<file path="config.mk">
export PLATFORM = sky130hd
export DESIGN_NAME = uart_io_bridge
export DESIGN_NICKNAME = d
export VERILOG_FILES = /design/src/rtl/io_pkg.sv /design/src/rtl/io_fifo.sv /design/src/rtl/uart_io_bridge.sv
export SDC_FILE = /design/constraint.sdc
export NUM_CORES = 1
export LEC_CHECK = 0
export CORE_ASPECT_RATIO = 0.9
export CORE_MARGIN = 2
export CORE_UTILIZATION = 55
export DETAILED_ROUTE_END_ITERATION = 7
export PLACE_DENSITY = 0.73
export SLEW_MARGIN = 20
export SYNTH_ARGS = -nofsm -noshare
export SYNTH_HDL_FRONTEND = slang
export SYNTH_SLANG_ARGS = --single-unit
</file>
<file path="constraint.sdc">
create_clock -name clk -period 2.8 [get_ports clk]
set_input_delay 0.42 -clock clk [delete_from_list [all_inputs] [get_ports clk]]
set_output_delay 0.42 -clock clk [all_outputs]
set_load 0.01 [all_outputs]
</file>
<file path="src/rtl/io_pkg.sv">
// Shared definitions for the UART I/O bridge: FSM encodings, io_err bit
// indices and UART frame constants.
// Imported by uart_io_bridge; it has no ports.
package io_pkg;

  typedef enum logic [1:0] {
    TX_IDLE  = 2'd0,
    TX_START = 2'd1,
    TX_DATA  = 2'd2,
    TX_STOP  = 2'd3
  } tx_state_t;

  typedef enum logic [2:0] {
    RX_IDLE      = 3'd0,
    RX_START     = 3'd1,
    RX_DATA      = 3'd2,
    RX_STOP      = 3'd3,
    RX_WAIT_IDLE = 3'd4
  } rx_state_t;

  // io_err bit positions
  localparam int ERR_OVR  = 0;
  localparam int ERR_FRM  = 1;
  localparam int ERR_FST  = 2;
  localparam int ERR_FULL = 3;
  localparam int ERR_W    = 5;

  // 8N1 frame
  localparam int   DATA_BITS = 8;
  localparam logic IDLE_LVL  = 1'b1;

endpackage

</file>
<file path="src/rtl/io_fifo.sv">
// Generic synchronous first-word-fall-through FIFO.
// Latency: a pushed word shows on dout/!empty the cycle after the push.
// Backpressure: push while full is dropped unless a pop happens in the same cycle.
// Ports: clk, rstn (sync, active-low), push/din write side, pop/dout read side,
//        empty/full status.
module io_fifo #(
  parameter int WIDTH = 8,
  parameter int DEPTH = 16
) (
  input  logic             clk,
  input  logic             rstn,
  input  logic             push,
  input  logic             pop,
  input  logic [WIDTH-1:0] din,
  output logic [WIDTH-1:0] dout,
  output logic             empty,
  output logic             full
);

  localparam int AW = $clog2(DEPTH);

  logic [WIDTH-1:0] mem [DEPTH];
  logic [AW-1:0]    wr_ptr;
  logic [AW-1:0]    rd_ptr;
  logic [AW:0]      count;
  logic             do_push;
  logic             do_pop;

  assign empty   = (count == '0);
  assign full    = (count == (AW+1)'(DEPTH));
  assign do_pop  = pop && !empty;
  // A pop in the same cycle frees the slot, so a push into a full FIFO still lands.
  assign do_push = push && (!full || pop);
  assign dout    = empty ? '0 : mem[rd_ptr];

  // Pointers are log2(DEPTH) wide, so they wrap modulo DEPTH on their own.
  always_ff @(posedge clk) begin
    if (!rstn) begin
      wr_ptr <= '0;
      rd_ptr <= '0;
      count  <= '0;
    end else begin
      if (do_push) wr_ptr <= wr_ptr + 1'b1;
      if (do_pop)  rd_ptr <= rd_ptr + 1'b1;
      count <= count + {{AW{1'b0}}, do_push} - {{AW{1'b0}}, do_pop};
    end
  end

  always_ff @(posedge clk) begin
    if (do_push) mem[wr_ptr] <= din;
  end

endmodule

</file>
<file path="src/rtl/uart_io_bridge.sv">
// UART responder for the core io ports: io_out bytes -> 8N1 on txd, rxd -> RX FIFO -> io_in.
// Latency: txd start bit the cycle after accept, io_out_rdy back 10 bit times later;
//          an RX byte is visible on io_in the cycle after its stop-bit centre.
// Backpressure: io_out_rdy low while a frame is on the wire; RX bytes arriving to a
//          full FIFO are dropped and flagged as overrun.
// Ports: clk, rstn (sync, active-low); rxd/txd pins; io_in_* (data/vld/rdy) to CPU;
//        io_out_* (data/vld/rdy) from CPU; io_err {0, full, false start, framing, overrun}.
module uart_io_bridge
  import io_pkg::*;
#(
  parameter int CLK_PER_BIT = 868,
  parameter int FIFO_DEPTH  = 16
) (
  input  logic                 clk,
  input  logic                 rstn,
  input  logic                 rxd,
  output logic                 txd,
  output logic [DATA_BITS-1:0] io_in_data,
  output logic                 io_in_vld,
  input  logic                 io_in_rdy,
  input  logic [DATA_BITS-1:0] io_out_data,
  input  logic                 io_out_vld,
  output logic                 io_out_rdy,
  output logic [ERR_W-1:0]     io_err
);

  localparam int CW = $clog2(CLK_PER_BIT);
  localparam int BW = $clog2(DATA_BITS);

  localparam logic [CW-1:0] BIT_LAST  = CW'(CLK_PER_BIT - 1);
  // The IDLE cycle that raises io_out_rdy is the last stop-bit cycle, so a
  // back-to-back byte gets a full-length stop bit with no extra idle gap.
  localparam logic [CW-1:0] STOP_LAST = CW'(CLK_PER_BIT - 2);
  localparam logic [CW-1:0] HALF_LAST = CW'(CLK_PER_BIT / 2 - 1);
  localparam logic [BW-1:0] LAST_BIT  = BW'(DATA_BITS - 1);

  // ---------------------------------------------------------------- TX
  tx_state_t            tx_state;
  tx_state_t            tx_next;
  logic [CW-1:0]        tx_cnt;
  logic [BW-1:0]        tx_bit;
  logic [DATA_BITS-1:0] tx_shift;
  logic                 tx_accept;
  logic                 tx_bit_end;

  assign tx_accept  = io_out_vld && io_out_rdy;
  assign tx_bit_end = (tx_cnt == BIT_LAST);

  always_ff @(posedge clk) begin
    if (!rstn) tx_state <= TX_IDLE;
    else       tx_state <= tx_next;
  end

  always_comb begin
    tx_next = tx_state;
    case (tx_state)
      TX_IDLE:  if (tx_accept) tx_next = TX_START;
      TX_START: if (tx_bit_end) tx_next = TX_DATA;
      TX_DATA:  if (tx_bit_end && tx_bit == LAST_BIT) tx_next = TX_STOP;
      TX_STOP:  if (tx_cnt == STOP_LAST) tx_next = TX_IDLE;
      default:  tx_next = TX_IDLE;
    endcase
  end

  always_comb begin
    io_out_rdy = (tx_state == TX_IDLE);
    case (tx_state)
      TX_START: txd = 1'b0;
      TX_DATA:  txd = tx_shift[0];
      default:  txd = IDLE_LVL;
    endcase
  end

  always_ff @(posedge clk) begin
    if (!rstn) begin
      tx_cnt   <= '0;
      tx_bit   <= '0;
      tx_shift <= '0;
    end else begin
      case (tx_state)
        TX_IDLE: begin
          tx_cnt <= '0;
          tx_bit <= '0;
          if (tx_accept) tx_shift <= io_out_data;
        end
        TX_START: tx_cnt <= tx_bit_end ? '0 : tx_cnt + 1'b1;
        TX_DATA: begin
          if (tx_bit_end) begin
            tx_cnt   <= '0;
            tx_bit   <= tx_bit + 1'b1;
            tx_shift <= tx_shift >> 1;
          end else begin
            tx_cnt <= tx_cnt + 1'b1;
          end
        end
        TX_STOP: tx_cnt <= tx_cnt + 1'b1;
        default: tx_cnt <= '0;
      endcase
    end
  end

  // ---------------------------------------------------------------- RX
  rx_state_t            rx_state;
  rx_state_t            rx_next;
  logic                 rx_meta;
  logic                 rx_s;
  logic [CW-1:0]        rx_cnt;
  logic [BW-1:0]        rx_bit;
  logic [DATA_BITS-1:0] rx_shift;
  logic                 rx_bit_end;
  logic                 rx_half;
  logic                 rx_push;
  logic                 frm_evt;
  logic                 fst_evt;

  // Two-flop synchroniser; resets to the idle line level so reset never
  // looks like a start bit.
  always_ff @(posedge clk) begin
    if (!rstn) begin
      rx_meta <= IDLE_LVL;
      rx_s    <= IDLE_LVL;
    end else begin
      rx_meta <= rxd;
      rx_s    <= rx_meta;
    end
  end

  assign rx_bit_end = (rx_cnt == BIT_LAST);
  assign rx_half    = (rx_cnt == HALF_LAST);

  always_ff @(posedge clk) begin
    if (!rstn) rx_state <= RX_IDLE;
    else       rx_state <= rx_next;
  end

  always_comb begin
    rx_next = rx_state;
    case (rx_state)
      RX_IDLE:      if (!rx_s) rx_next = RX_START;
      RX_START:     if (rx_half) rx_next = rx_s ? RX_IDLE : RX_DATA;
      RX_DATA:      if (rx_bit_end && rx_bit == LAST_BIT) rx_next = RX_STOP;
      RX_STOP:      if (rx_bit_end) rx_next = rx_s ? RX_IDLE : RX_WAIT_IDLE;
      // Stay here through a break until the line returns high.
      RX_WAIT_IDLE: if (rx_s) rx_next = RX_IDLE;
      default:      rx_next = RX_IDLE;
    endcase
  end

  always_comb begin
    rx_push = (rx_state == RX_STOP)  && rx_bit_end && rx_s;
    frm_evt = (rx_state == RX_STOP)  && rx_bit_end && !rx_s;
    fst_evt = (rx_state == RX_START) && rx_half    && rx_s;
  end

  // Counter restarts at the start-bit centre, so every later sample lands
  // at a bit centre.
  always_ff @(posedge clk) begin
    if (!rstn) begin
      rx_cnt   <= '0;
      rx_bit   <= '0;
      rx_shift <= '0;
    end else begin
      case (rx_state)
        RX_IDLE: begin
          rx_cnt <= '0;
          rx_bit <= '0;
        end
        RX_START: rx_cnt <= rx_half ? '0 : rx_cnt + 1'b1;
        RX_DATA: begin
          if (rx_bit_end) begin
            rx_cnt   <= '0;
            rx_bit   <= rx_bit + 1'b1;
            rx_shift <= {rx_s, rx_shift[DATA_BITS-1:1]};
          end else begin
            rx_cnt <= rx_cnt + 1'b1;
          end
        end
        RX_STOP: rx_cnt <= rx_cnt + 1'b1;
        default: rx_cnt <= '0;
      endcase
    end
  end

  // ---------------------------------------------------------------- FIFO
  logic fifo_pop;
  logic fifo_empty;
  logic fifo_full;
  logic ovr_evt;

  assign fifo_pop = io_in_vld && io_in_rdy;
  assign ovr_evt  = rx_push && fifo_full && !fifo_pop;

  io_fifo #(
    .WIDTH (DATA_BITS),
    .DEPTH (FIFO_DEPTH)
  ) u_rx_fifo (
    .clk   (clk),
    .rstn  (rstn),
    .push  (rx_push),
    .pop   (fifo_pop),
    .din   (rx_shift),
    .dout  (io_in_data),
    .empty (fifo_empty),
    .full  (fifo_full)
  );

  assign io_in_vld = !fifo_empty;

  // ---------------------------------------------------------------- errors
  logic err_ovr;
  logic err_frm;
  logic err_fst;

  always_ff @(posedge clk) begin
    if (!rstn) begin
      err_ovr <= 1'b0;
      err_frm <= 1'b0;
      err_fst <= 1'b0;
    end else begin
      if (ovr_evt) err_ovr <= 1'b1;
      if (frm_evt) err_frm <= 1'b1;
      if (fst_evt) err_fst <= 1'b1;
    end
  end

  always_comb begin
    io_err           = '0;
    io_err[ERR_OVR]  = err_ovr;
    io_err[ERR_FRM]  = err_frm;
    io_err[ERR_FST]  = err_fst;
    io_err[ERR_FULL] = fifo_full;
  end

endmodule

</file>
After elaboration in Yosys (flattened, before gate mapping)
Memories as Yosys holds them, arrays and structs flattened. A register that Yosys moved wholly into a read port is not among the register bits.
Index checks and enable logic that the tools add are counted.
{"block": "totals", "register_bits": 65, "mem_bits_rw": 128, "in_bits": 13, "output_inout_bits": 16, "mem_count": 1}
{"block": "classes", "n_addsub": 8, "eq_ne": 25, "n_mux": 31, "n_reduce_logical": 30}
{"name": "u_rx_fifo.mem", "words": 16, "width": 8, "rd": 1, "rd_ports_with_merged_regs": 1, "wr": 1, "line_no": "io_fifo.sv:22", "text": "logic [WIDTH-1:0] mem [DEPTH];"}
{"cell": "$pmux W10 S3", "n": 2}
{"cell": "$eq A10 B10 Y1 const B", "n": 3}
{"cell": "$mux W10", "n": 3}
{"cell": "$mux W3", "n": 8}
{"cell": "$mux W8", "n": 3}
{"cell": "$add A10 B1 Y10 const B", "n": 2}
{"cell": "$ne A2 B2 Y1 const B", "n": 10}
{"cell": "$pmux W8 S2", "n": 1}
{"cell": "$pmux W3 S5", "n": 1}
{"cell": "$logic_and A1 B1 Y1", "n": 13}
{"cell": "$pmux W3 S2", "n": 2}
{"cell": "$eq A10 B9 Y1 const B", "n": 1}
{"cell": "$mux W2", "n": 5}
{"cell": "$eq A3 B3 Y1 const B", "n": 3}
{"cell": "$add A4 B1 Y4 const B", "n": 2}
{"cell": "$mux W4", "n": 2}
{"cell": "$pmux W2 S4", "n": 1}
{"cell": "$add A3 B1 Y3 const B", "n": 2}
{"cell": "$eq A3 B2 Y1 const B", "n": 2}
{"cell": "$reduce_and A2 Y1", "n": 3}
{"cell": "$add A5 B1 Y5", "n": 1}
{"cell": "$eq A5 B5 Y1 const B", "n": 1}
{"cell": "$logic_not A5 Y1", "n": 1}
{"cell": "$reduce_and A5 Y1", "n": 1}
{"cell": "other kinds (15)", "n": 21}

Longest topological paths before layout
Gate-level depths: netlist of the first run.
{"block": "logic_depth", "ltp_word": 7, "mapped_depth": 15, "mapped_depth_nobuf": 14}

Cells and area by module
A second synthesis of the first run with hierarchy kept.
{"block": "hier_totals", "cells_unflattened": 598, "area_unflattened_um2": 8473.1}
{"mod": "io_fifo", "n_inst": 1, "cells_each": 312, "area_each_um2": 5881.9, "seq_area_each_um2": 4184.0}
{"mod": "uart_io_bridge", "n_inst": 1, "cells_each": 286, "area_each_um2": 2591.2, "seq_area_each_um2": 1041.0}

Worst setup path after synthesis of the first run
No wires, ideal clock.
{"block": "synth_timing", "path_kind": "reg2reg", "startpoint": "register rx_cnt[0]", "endpoint": "memory u_rx_fifo.mem[3][0], enable pin", "arrival_time_ps": 2185, "required_ps": 2417, "setup_slack_ps": 232, "stages_incl_launch_ff": 8, "path_buffers": 1, "period_less_slack_ps": 2568, "cell_sequence": "dfxtp_1 -> ha_1 -> and4bb_1 -> nand4_1 -> buf_2 -> nor3_4 -> nand2_1 -> nor3_1"}
{"block": "synth_between", "elab_chain_cells": 6}
{"item": "from (decl)", "line_no": "uart_io_bridge.sv:107", "text": "logic [CW-1:0] rx_cnt;"}
{"item": "from (signal assigned)", "line_no": "uart_io_bridge.sv:168", "text": "RX_START: rx_cnt <= rx_half ? '0 : rx_cnt + 1'b1;"}
{"item": "from (signal assigned)", "line_no": "uart_io_bridge.sv:175", "text": "rx_cnt <= rx_cnt + 1'b1;"}
{"item": "from (signal assigned)", "line_no": "uart_io_bridge.sv:178", "text": "RX_STOP: rx_cnt <= rx_cnt + 1'b1;"}
{"item": "$eq A10 B10 Y1", "line_no": "uart_io_bridge.sv:128", "text": "assign rx_bit_end = (rx_cnt == BIT_LAST);"}
{"item": "$logic_and A1 B1 Y1 (2 in a row)", "line_no": "uart_io_bridge.sv:150", "text": "rx_push = (rx_state == RX_STOP) && rx_bit_end && rx_s;"}
{"item": "$logic_and A1 B1 Y1", "line_no": "io_fifo.sv:33", "text": "assign do_push = push && (!full || pop);"}
{"item": "$mux W1", "line_no": "io_fifo.sv:50", "text": "if (do_push) mem[wr_ptr] <= din;"}
{"item": "$mux W1 (not written as such)", "line_no": "io_fifo.sv:50"}
{"item": "to (decl)", "line_no": "io_fifo.sv:22"}
No other way between the ends.

==> results of run 1 <==
[cell type report]
class	count	share of cell area
inverters	24	0.009450
clock buffers	18	0.04502
repair buffers	65	0.06812
multi-input cells	318	0.2857
flip-flops and latches	197	0.5485
clock inverters	14	0.01719
well taps	198	0.02599
[cells in the mapped netlist (2+ instances only)]
cell type and n:
nor4_1 3, a32oi_1 2, nand2b_1 6, ha_1 23
nand2_1 33, nand4_1 5, dfxtp_1 69, nand3_1 12
xnor2_1 15, clkbuf_1 14, nor3_1 8, a21o_1 3
inv_1 24, nor2_1 72, and2_1 9, buf_6 2
a21oi_1 21, nor4bb_1 2, mux4_2 40, buf_4 8
and3_1 2, o21ai_0 4, mux2i_1 11, buf_1 6
a22oi_1 3, a211oi_1 7, or3_1 3, edfxtp_1 128
nor2b_1 4, xor2_1 9, nor4b_1 2
[timing repair]
action | CTS | global route
setup buffers | 6 | 0
pin swaps | 3 | 1
gates resized for setup | 49 | 8
cloned | 2 | 0
endpoints found under the setup margin | 8 | 9
[worst max path at each step]
| stage | to | slack (ns) | cells past startpoint |
|---|---|---|---|
| 4_1_cts | io_in_data[2] | -0.02 | 6 |
| 6_report | io_in_data[1] | -0.02 | 6 |
| 2_1_floorplan | u_rx_fifo.mem[3][0] | 0.23 | 7 |
| 5_1_grt | io_in_data[1] | -0.07 | 6 |
| 3_3_place_gp | io_in_data[5] | 0.09 | 5 |
| 3_5_place_dp | io_in_data[5] | 0.08 | 5 |
[flip-flops by register name, indices dropped and copies added (netlist names), named ones only]
register          flops
err_ovr               1
err_frm               1
tx_bit                3
tx_shift              8
rx_state              3
u_rx_fifo.wr_ptr      4
rx_shift              8
tx_state              2
rx_s                  1
rx_meta               1
u_rx_fifo.mem       128
rx_cnt               10
tx_cnt               10
rx_bit                3
err_fst               1
u_rx_fifo.count       5
u_rx_fifo.rd_ptr      4
[cells by family (layout without fill, tap and decap cells)]
family,Yosys count,after routing,synth area share
xor gates and xnor gates,24,24,0.02573
and+or+nand+nor,172,172,0.1054
AOI/OAI and AO/OA,46,46,0.03645
muxes,51,51,0.1238
adders and majority gates,24,24,0.03768
buffers and inverters,55,121,0.03094
DFF,197,197,0.6396
other,1,1,0.0004590
[per-layer routing]
metal / share of wire / up-vias / track usage
li1: - / 2198 / -
met1: 0.43 / 2328 / 0.2952
met2: 0.51 / 137 / 0.3711
met3: 0.055 / 16 / 0.05027
met4: 0.0097 / 0 / 0.06384
met5: 0 / - / 0
[through the flow]
step | hold slack, ns | std cells | util
floorplan | 0.3863 | 570 | -
global placement | 0.3922 | 795 | 0.6012
detailed placement | 0.4023 | 795 | 0.6012
CTS | 0.4201 | 834 | 0.6503
global route | 0.4415 | 834 | 0.6525
finish | 0.4166 | 834 | 0.6525
[report_power, final]
part	internal (mW)	leakage (nW)	switching (mW)	total, mW
combinational	1.17	1.21	0.905	2.08
clock	1.34	0.288	1.09	2.43
sequential	3.18	1.75	0.114	3.30
==> parameters.txt, run 1 <==
Parameter                              Value

STA
  Worst setup skew after layout    approximately 0.012 ns
  Final hold violations    0
  Total setup violations reported at the end of the flow    2
  Portion of the clock cycle consumed by the worst path in the final layout    1.005
  Setup WS post-layout    -0.01531 ns
  Worst-Margin Slew    between 0.6 and 0.7 ns
  Fin. max-slew vios    0
  Min cycle time layout    between 2 and 3 ns
  Maximum clock rate    between 0.3 and 0.4 GHz
  Setup repair after global routing missed its margin    yes
  TNS Setup    -0.02314 ns
  Worst slew slack as a fraction of its limit    0.5634

Logic synthesis
  Count of flip-flops with a built-in enable after synthesis    about 130
  Async SR Flop Fraction    0
  Net Count, Synth    between 600 and 700
  Top area cells in the synthesized netlist    edfxtp_1 (47%), dfxtp_1 (17%), mux4_2 (11%)
  Post-synth top flop    edfxtp_1
  Number of distinct library cell variants in the gate-level netlist after synthesis    just over 50
  Sequential element share of the synthesized area    0.6396
  Yosys warning total    0
  Cell taking the most area after synthesis    edfxtp_1
  Synthesized area per cell    about 14 sq um
  Post-Synthesis Cell Area    approximately 8200 sq um
  Gate Count Post-Synth    570
  Portion of synthesized cell area occupied by the leading cell type    0.4705
  Synthesis-stage register bit count    197

Cells and area
  Total area of sequential cells    between 5000 and 6000 sq um
  Filler cells    1047
  Fin nets    660
  Share of cells above drive strength 1    0.2091
  Most common cell after layout, fill and taps aside    edfxtp_1
  Top library cells by usage in the layout, fill and taps aside    edfxtp_1 (128), nor2_1 (72), dfxtp_1 (68)
  Multi-input gate area in the final layout    approximately 2700 sq um
  Signed area change from the synthesized netlist to the final layout    16.69%
  Total inserted antenna cells    0
  Post-layout instance area    9533 sq um

Worst setup path
  Flop2flop setup slack    about 0.21 ns
  Max incr delay on CP    about 0.50 ns
  Maximum fanout along the worst path    5
  Cell depth of the worst flop-to-flop path    13
  Category of the most critical setup path    flop to output pin
  CP max stage cell    mux4_2
  Most frequent cell on the critical path    mux4_2
  Kind of start point of the critical path    flop
  Buffers and inverters on the worst path    3
  Data required time of the worst path    roughly 2.4 ns
  Critical path data arrival time    2.40 ns
  FF-to-FF Start    u_rx_fifo.count[3]
  Element type at the critical path end    output pin
  Dominant delay contributor by cell family on the critical path    multiplexers
  Worst R2R End    u_rx_fifo.count[4]
  CP cell instances    buf_16 -> buf_8 -> mux4_2 -> mux4_2 -> and2_4 -> buf_6

Hold path
  Min-delay worst type    flop to flop
  Worst Hold End    rx_s
  Start point of the worst hold path    rx_meta
  Hold-critical path depth    1

Route
  DRC viols    0
  TritonRoute pass-1 iters    4
  WL final    approximately 16 mm
  Vias after detailed routing    4679
  Mean number of vias per cell    approximately 5.6
  Routed wire per std cell    around 19 microns
  Number of DRC violations after detailed-routing iteration 0    434
  Detail Route Antenna Nets    0

Placement
  Area after DPL    8783 sq um
  Placed wire-length estimate after detailed placement    around 10 mm
  Final RePlAce weighted congestion    0.8063
  Placement Setup Slack    about 0.08 ns
  Number of buffers inserted by port buffering    27

Clock network
  Clock Pin Slew Worst Setup and Hold Paths    approximately 0.070 ns
  Number of sinks handled by clock tree synthesis    between 150 and 200
  Maximum level of the CTS H-tree    4
  Maximum clock path buffer count    2
  Hold Buf Count CTS    0
  CTS root buf    clkbuf_16
  TritonCTS clock tree    yes
  Clock latency on the worst-skew pair    about 0.43 ns
  Total CTS buffers    17

Global route
  Overflow after GRT    0
  Total routing usage reported by global routing    0.2221
  Pin count of the biggest net entering global routing    33
  Wire length of the first global-routing pass    roughly 26 mm
  Antenna violations before repair    0
  Via count of the first global-routing pass    4740

Floorplanning
  Die Area    15850 sq um
  I/O pin count    29
  Number of core rows    between 40 and 50
  Die Span X    132.5 microns
  Starting density of the core    0.5592
  Die Y    ~120 microns
  Area of the core    around 15000 sq um

Run status
  Outcome    finished, violations left
  Failing checks    setup timing

Power
  Leakage    3.246 nW
  VDD IR max    0.5254 mV
  Total power draw    around 7.8 mW
  Pwr/cell area    around 800 nW/um^2

Job
  Max Cap Viol    0
No activity file was read; power rests on OpenSTA's default activity.
==> inputs of run 2 (changes only) <==
--- a/config.mk
+++ b/config.mk
@@ -6,7 +6,6 @@
 export NUM_CORES = 1
 export LEC_CHECK = 0
 export CORE_ASPECT_RATIO = 0.9
-export CORE_MARGIN = 2
 export CORE_UTILIZATION = 55
 export DETAILED_ROUTE_END_ITERATION = 7
 export PLACE_DENSITY = 0.73
==> parameters.txt, run 2 (same netlist as run 1, synthesis figures left out) <==
Parameter                              Value

Global route
  Pin count of the biggest net entering global routing    33 (unchanged)
  Total routing usage reported by global routing    0.2308 (+0.008728)
  Antenna violations before repair    0 (unchanged)
  Overflow after GRT    0 (unchanged)
  Wire length of the first global-routing pass    25.46 mm (-2.9%)
  Via count of the first global-routing pass    4721 (-0.40%)

Route
  Mean number of vias per cell    5.742 (+2.3%)
  Detail Route Antenna Nets    0 (unchanged)
  Vias after detailed routing    4731 (+1.1%)
  TritonRoute pass-1 iters    4 (unchanged)
  WL final    16.23 mm (about the same)
  Routed wire per std cell    19.70 microns (+1.2%)
  DRC viols    0 (unchanged)
  Number of DRC violations after detailed-routing iteration 0    408 (-6.0%)

Power
  Psw    2.049 mW (-2.9%)
  Fraction of power consumed by combinational cells    0.267 (about the same)
  Leakage    3.184 nW (-1.9%)
  Total power draw    7.567 mW (-3.1%)
  Sequential cell fraction of total power    0.434 (+0.012)
  Switching power as a share of total power    0.2708 (+0.0006137)
  Clk pwr share    0.299 (-0.013)
  Pwr/cell area    803.7 nW/um^2 (-1.9%)
  VDD IR max    0.6366 mV (+21%)
  Cell-internal power    5.518 mW (-3.2%)

STA
  Worst setup skew after layout    0.01050 ns (-0.001711 ns)
  Worst-Margin Slew    0.6393 ns (-0.01463 ns)
  Min cycle time layout    2.828 ns (+0.01310 ns)
  Total setup violations reported at the end of the flow    2 (unchanged)
  Setup WS post-layout    -0.02842 ns (-0.01310 ns)
  Worst slew slack as a fraction of its limit    0.5732 (+0.009766)
  Worst hold margin    0.4193 ns (+0.002709 ns)
  Fin. max-slew vios    0 (unchanged)
  Setup repair after global routing missed its margin    yes
  Portion of the clock cycle consumed by the worst path in the final layout    1.010 (+0.004680)
  Final hold violations    0 (unchanged)
  Maximum clock rate    0.3536 GHz (-0.46%)
  TNS Setup    -0.03035 ns (-0.007210 ns)

Cells and area
  Share of cells above drive strength 1    0.1933 (-0.01578)
  Top library cells by usage in the layout, fill and taps aside    edfxtp_1 (128), nor2_1 (72), dfxtp_1 (68)
  Fin nets    656 (-0.61%)
  Flip-flop count of the largest register after layout    128 (unchanged)
  Filler cells    1051 (+0.38%)
  Most common cell after layout, fill and taps aside    edfxtp_1
  Total inserted antenna cells    0 (unchanged)
  Register with the most flip-flops    u_rx_fifo.mem
  Signed area change from the synthesized netlist to the final layout    15.26%
  Leading registers by flop count    u_rx_fifo.mem (128), rx_cnt (10), tx_cnt (10)

Worst setup path
  CP cell instances    buf_6 -> buf_16 -> buf_6 -> mux4_2 -> mux4_2 -> and2_4 -> buf_6
  Most frequent cell on the critical path    buf_6
  Dominant delay contributor by cell family on the critical path    multiplexers
  Max incr delay on CP    0.48 ns (-0.02 ns)
  Buffers and inverters on the worst path    4 (+1)
  CP max stage cell    mux4_2
  Data required time of the worst path    2.38 ns (about the same)
  Category of the most critical setup path    flop to output pin
  Element type at the critical path end    output pin
  Kind of start point of the critical path    flop
  Critical path data arrival time    2.41 ns (about the same)
  Maximum fanout along the worst path    6 (+1)

Run status
  Failing checks    setup timing
  Outcome    finished, violations left

Placement
  Placed wire-length estimate after detailed placement    9.712 mm (-2.6%)
  Final RePlAce weighted congestion    0.7809 (-3.2%)
  Placement Setup Slack    0.08577 ns (+0.005928 ns)
  Number of buffers inserted by port buffering    27 (unchanged)

Floorplanning
  Number of core rows    41 (-2.4%)
  Die Y    117.6 microns (-1.7%)
  Starting density of the core    0.5728 (+0.01364)
  I/O pin count    29 (unchanged)
  Die Area    15350 sq um (-3.2%)
  Area of the core    14260 sq um (-2.4%)
  Die Span X    130.5 microns (-1.5%)

Clock network
  Total CTS buffers    17 (unchanged)
  Clock Pin Slew Worst Setup and Hold Paths    0.07 ns (about the same)
  Clock latency on the worst-skew pair    0.43 ns (about the same)
  Number of sinks handled by clock tree synthesis    197 (unchanged)
  Maximum level of the CTS H-tree    4 (unchanged)
  Maximum clock path buffer count    2 (unchanged)
  CTS root buf    clkbuf_16
  TritonCTS clock tree    yes
  Hold Buf Count CTS    0 (unchanged)

Job
  Max Cap Viol    0 (unchanged)

Hold path
  Min-delay worst type    flop to flop
## run 2: metal layers
metal / share of wire / vias to the layer above / track usage
met4: 0.027 / 0 / 0.09195
met2: 0.48 / 157 / 0.3594
met5: 0 / - / 0
met1: 0.44 / 2353 / 0.3119
met3: 0.054 / 30 / 0.05636
li1: - / 2191 / -
## run 2: final timing paths
| path | startpoint | end | slack [ns] | cells after the start |
|---|---|---|---|---|
| setup / recovery | flop | io_in_data[7] | -0.03 | 7 |
| hold / removal | rx_meta | rx_s | 0.42 | 1 |
| setup reg to reg | u_rx_fifo.count[2] | u_rx_fifo.count[4] | 0.20 | 14 |
| hold reg to reg | rx_meta | rx_s | 0.42 | 1 |
## run 2: area by class of cell
cell class	instances	area, sq um	share of cell area
Clock inverter	10	98.84	0.01050
Timing Repair Buffer	61	599.3	0.06365
Sequential cell	197	5229	0.5553
Clock buffer	21	440.4	0.04678
Tap cell	193	241.5	0.02565
Inverter	24	90.09	0.009568
Multi-Input combinational cell	318	2716	0.2885
## run 2: through the flow
step           instance area [sq um]  cells    util
3_3_place_gp                    8767    787  0.6148
4_1_cts                         9415    825  0.6602
3_5_place_dp                    8767    787  0.6148
5_1_grt                         9415    824  0.6602
6_report                        9415    824  0.6602
2_1_floorplan                   8169    570       -
## run 2: what timing repair did
action | 4_1_cts | 5_1_grt
resized for setup | 41 | 7
endpoints found under the setup margin | 8 | 10
buffers inserted | 5 | 1
cloned | 3 | 0
endpoints found under the hold margin | 0 | 0
## run 2: power by group through the flow
stage                     clock network (mW)  registers, mW  logic, mW
after CTS                               2.30           3.28       2.04
after floorplan                            0           3.31       1.35
after detailed placement                   0           3.34       1.85
final                                   2.26           3.29       2.02
after global placement                     0           3.33       1.79
after global routing                    2.43           3.30       2.20
==> inputs of run 3 (changes only) <==
--- a/config.mk
+++ b/config.mk
@@ -7,6 +7,7 @@
 export LEC_CHECK = 0
 export CORE_ASPECT_RATIO = 0.9
 export CORE_UTILIZATION = 55
+export CTS_CLUSTER_DIAMETER = 30
 export DETAILED_ROUTE_END_ITERATION = 7
 export PLACE_DENSITY = 0.73
 export SLEW_MARGIN = 20
==> results of run 3 <==
Same layout as run 2: the final DEF is identical, and so are final timing and power.
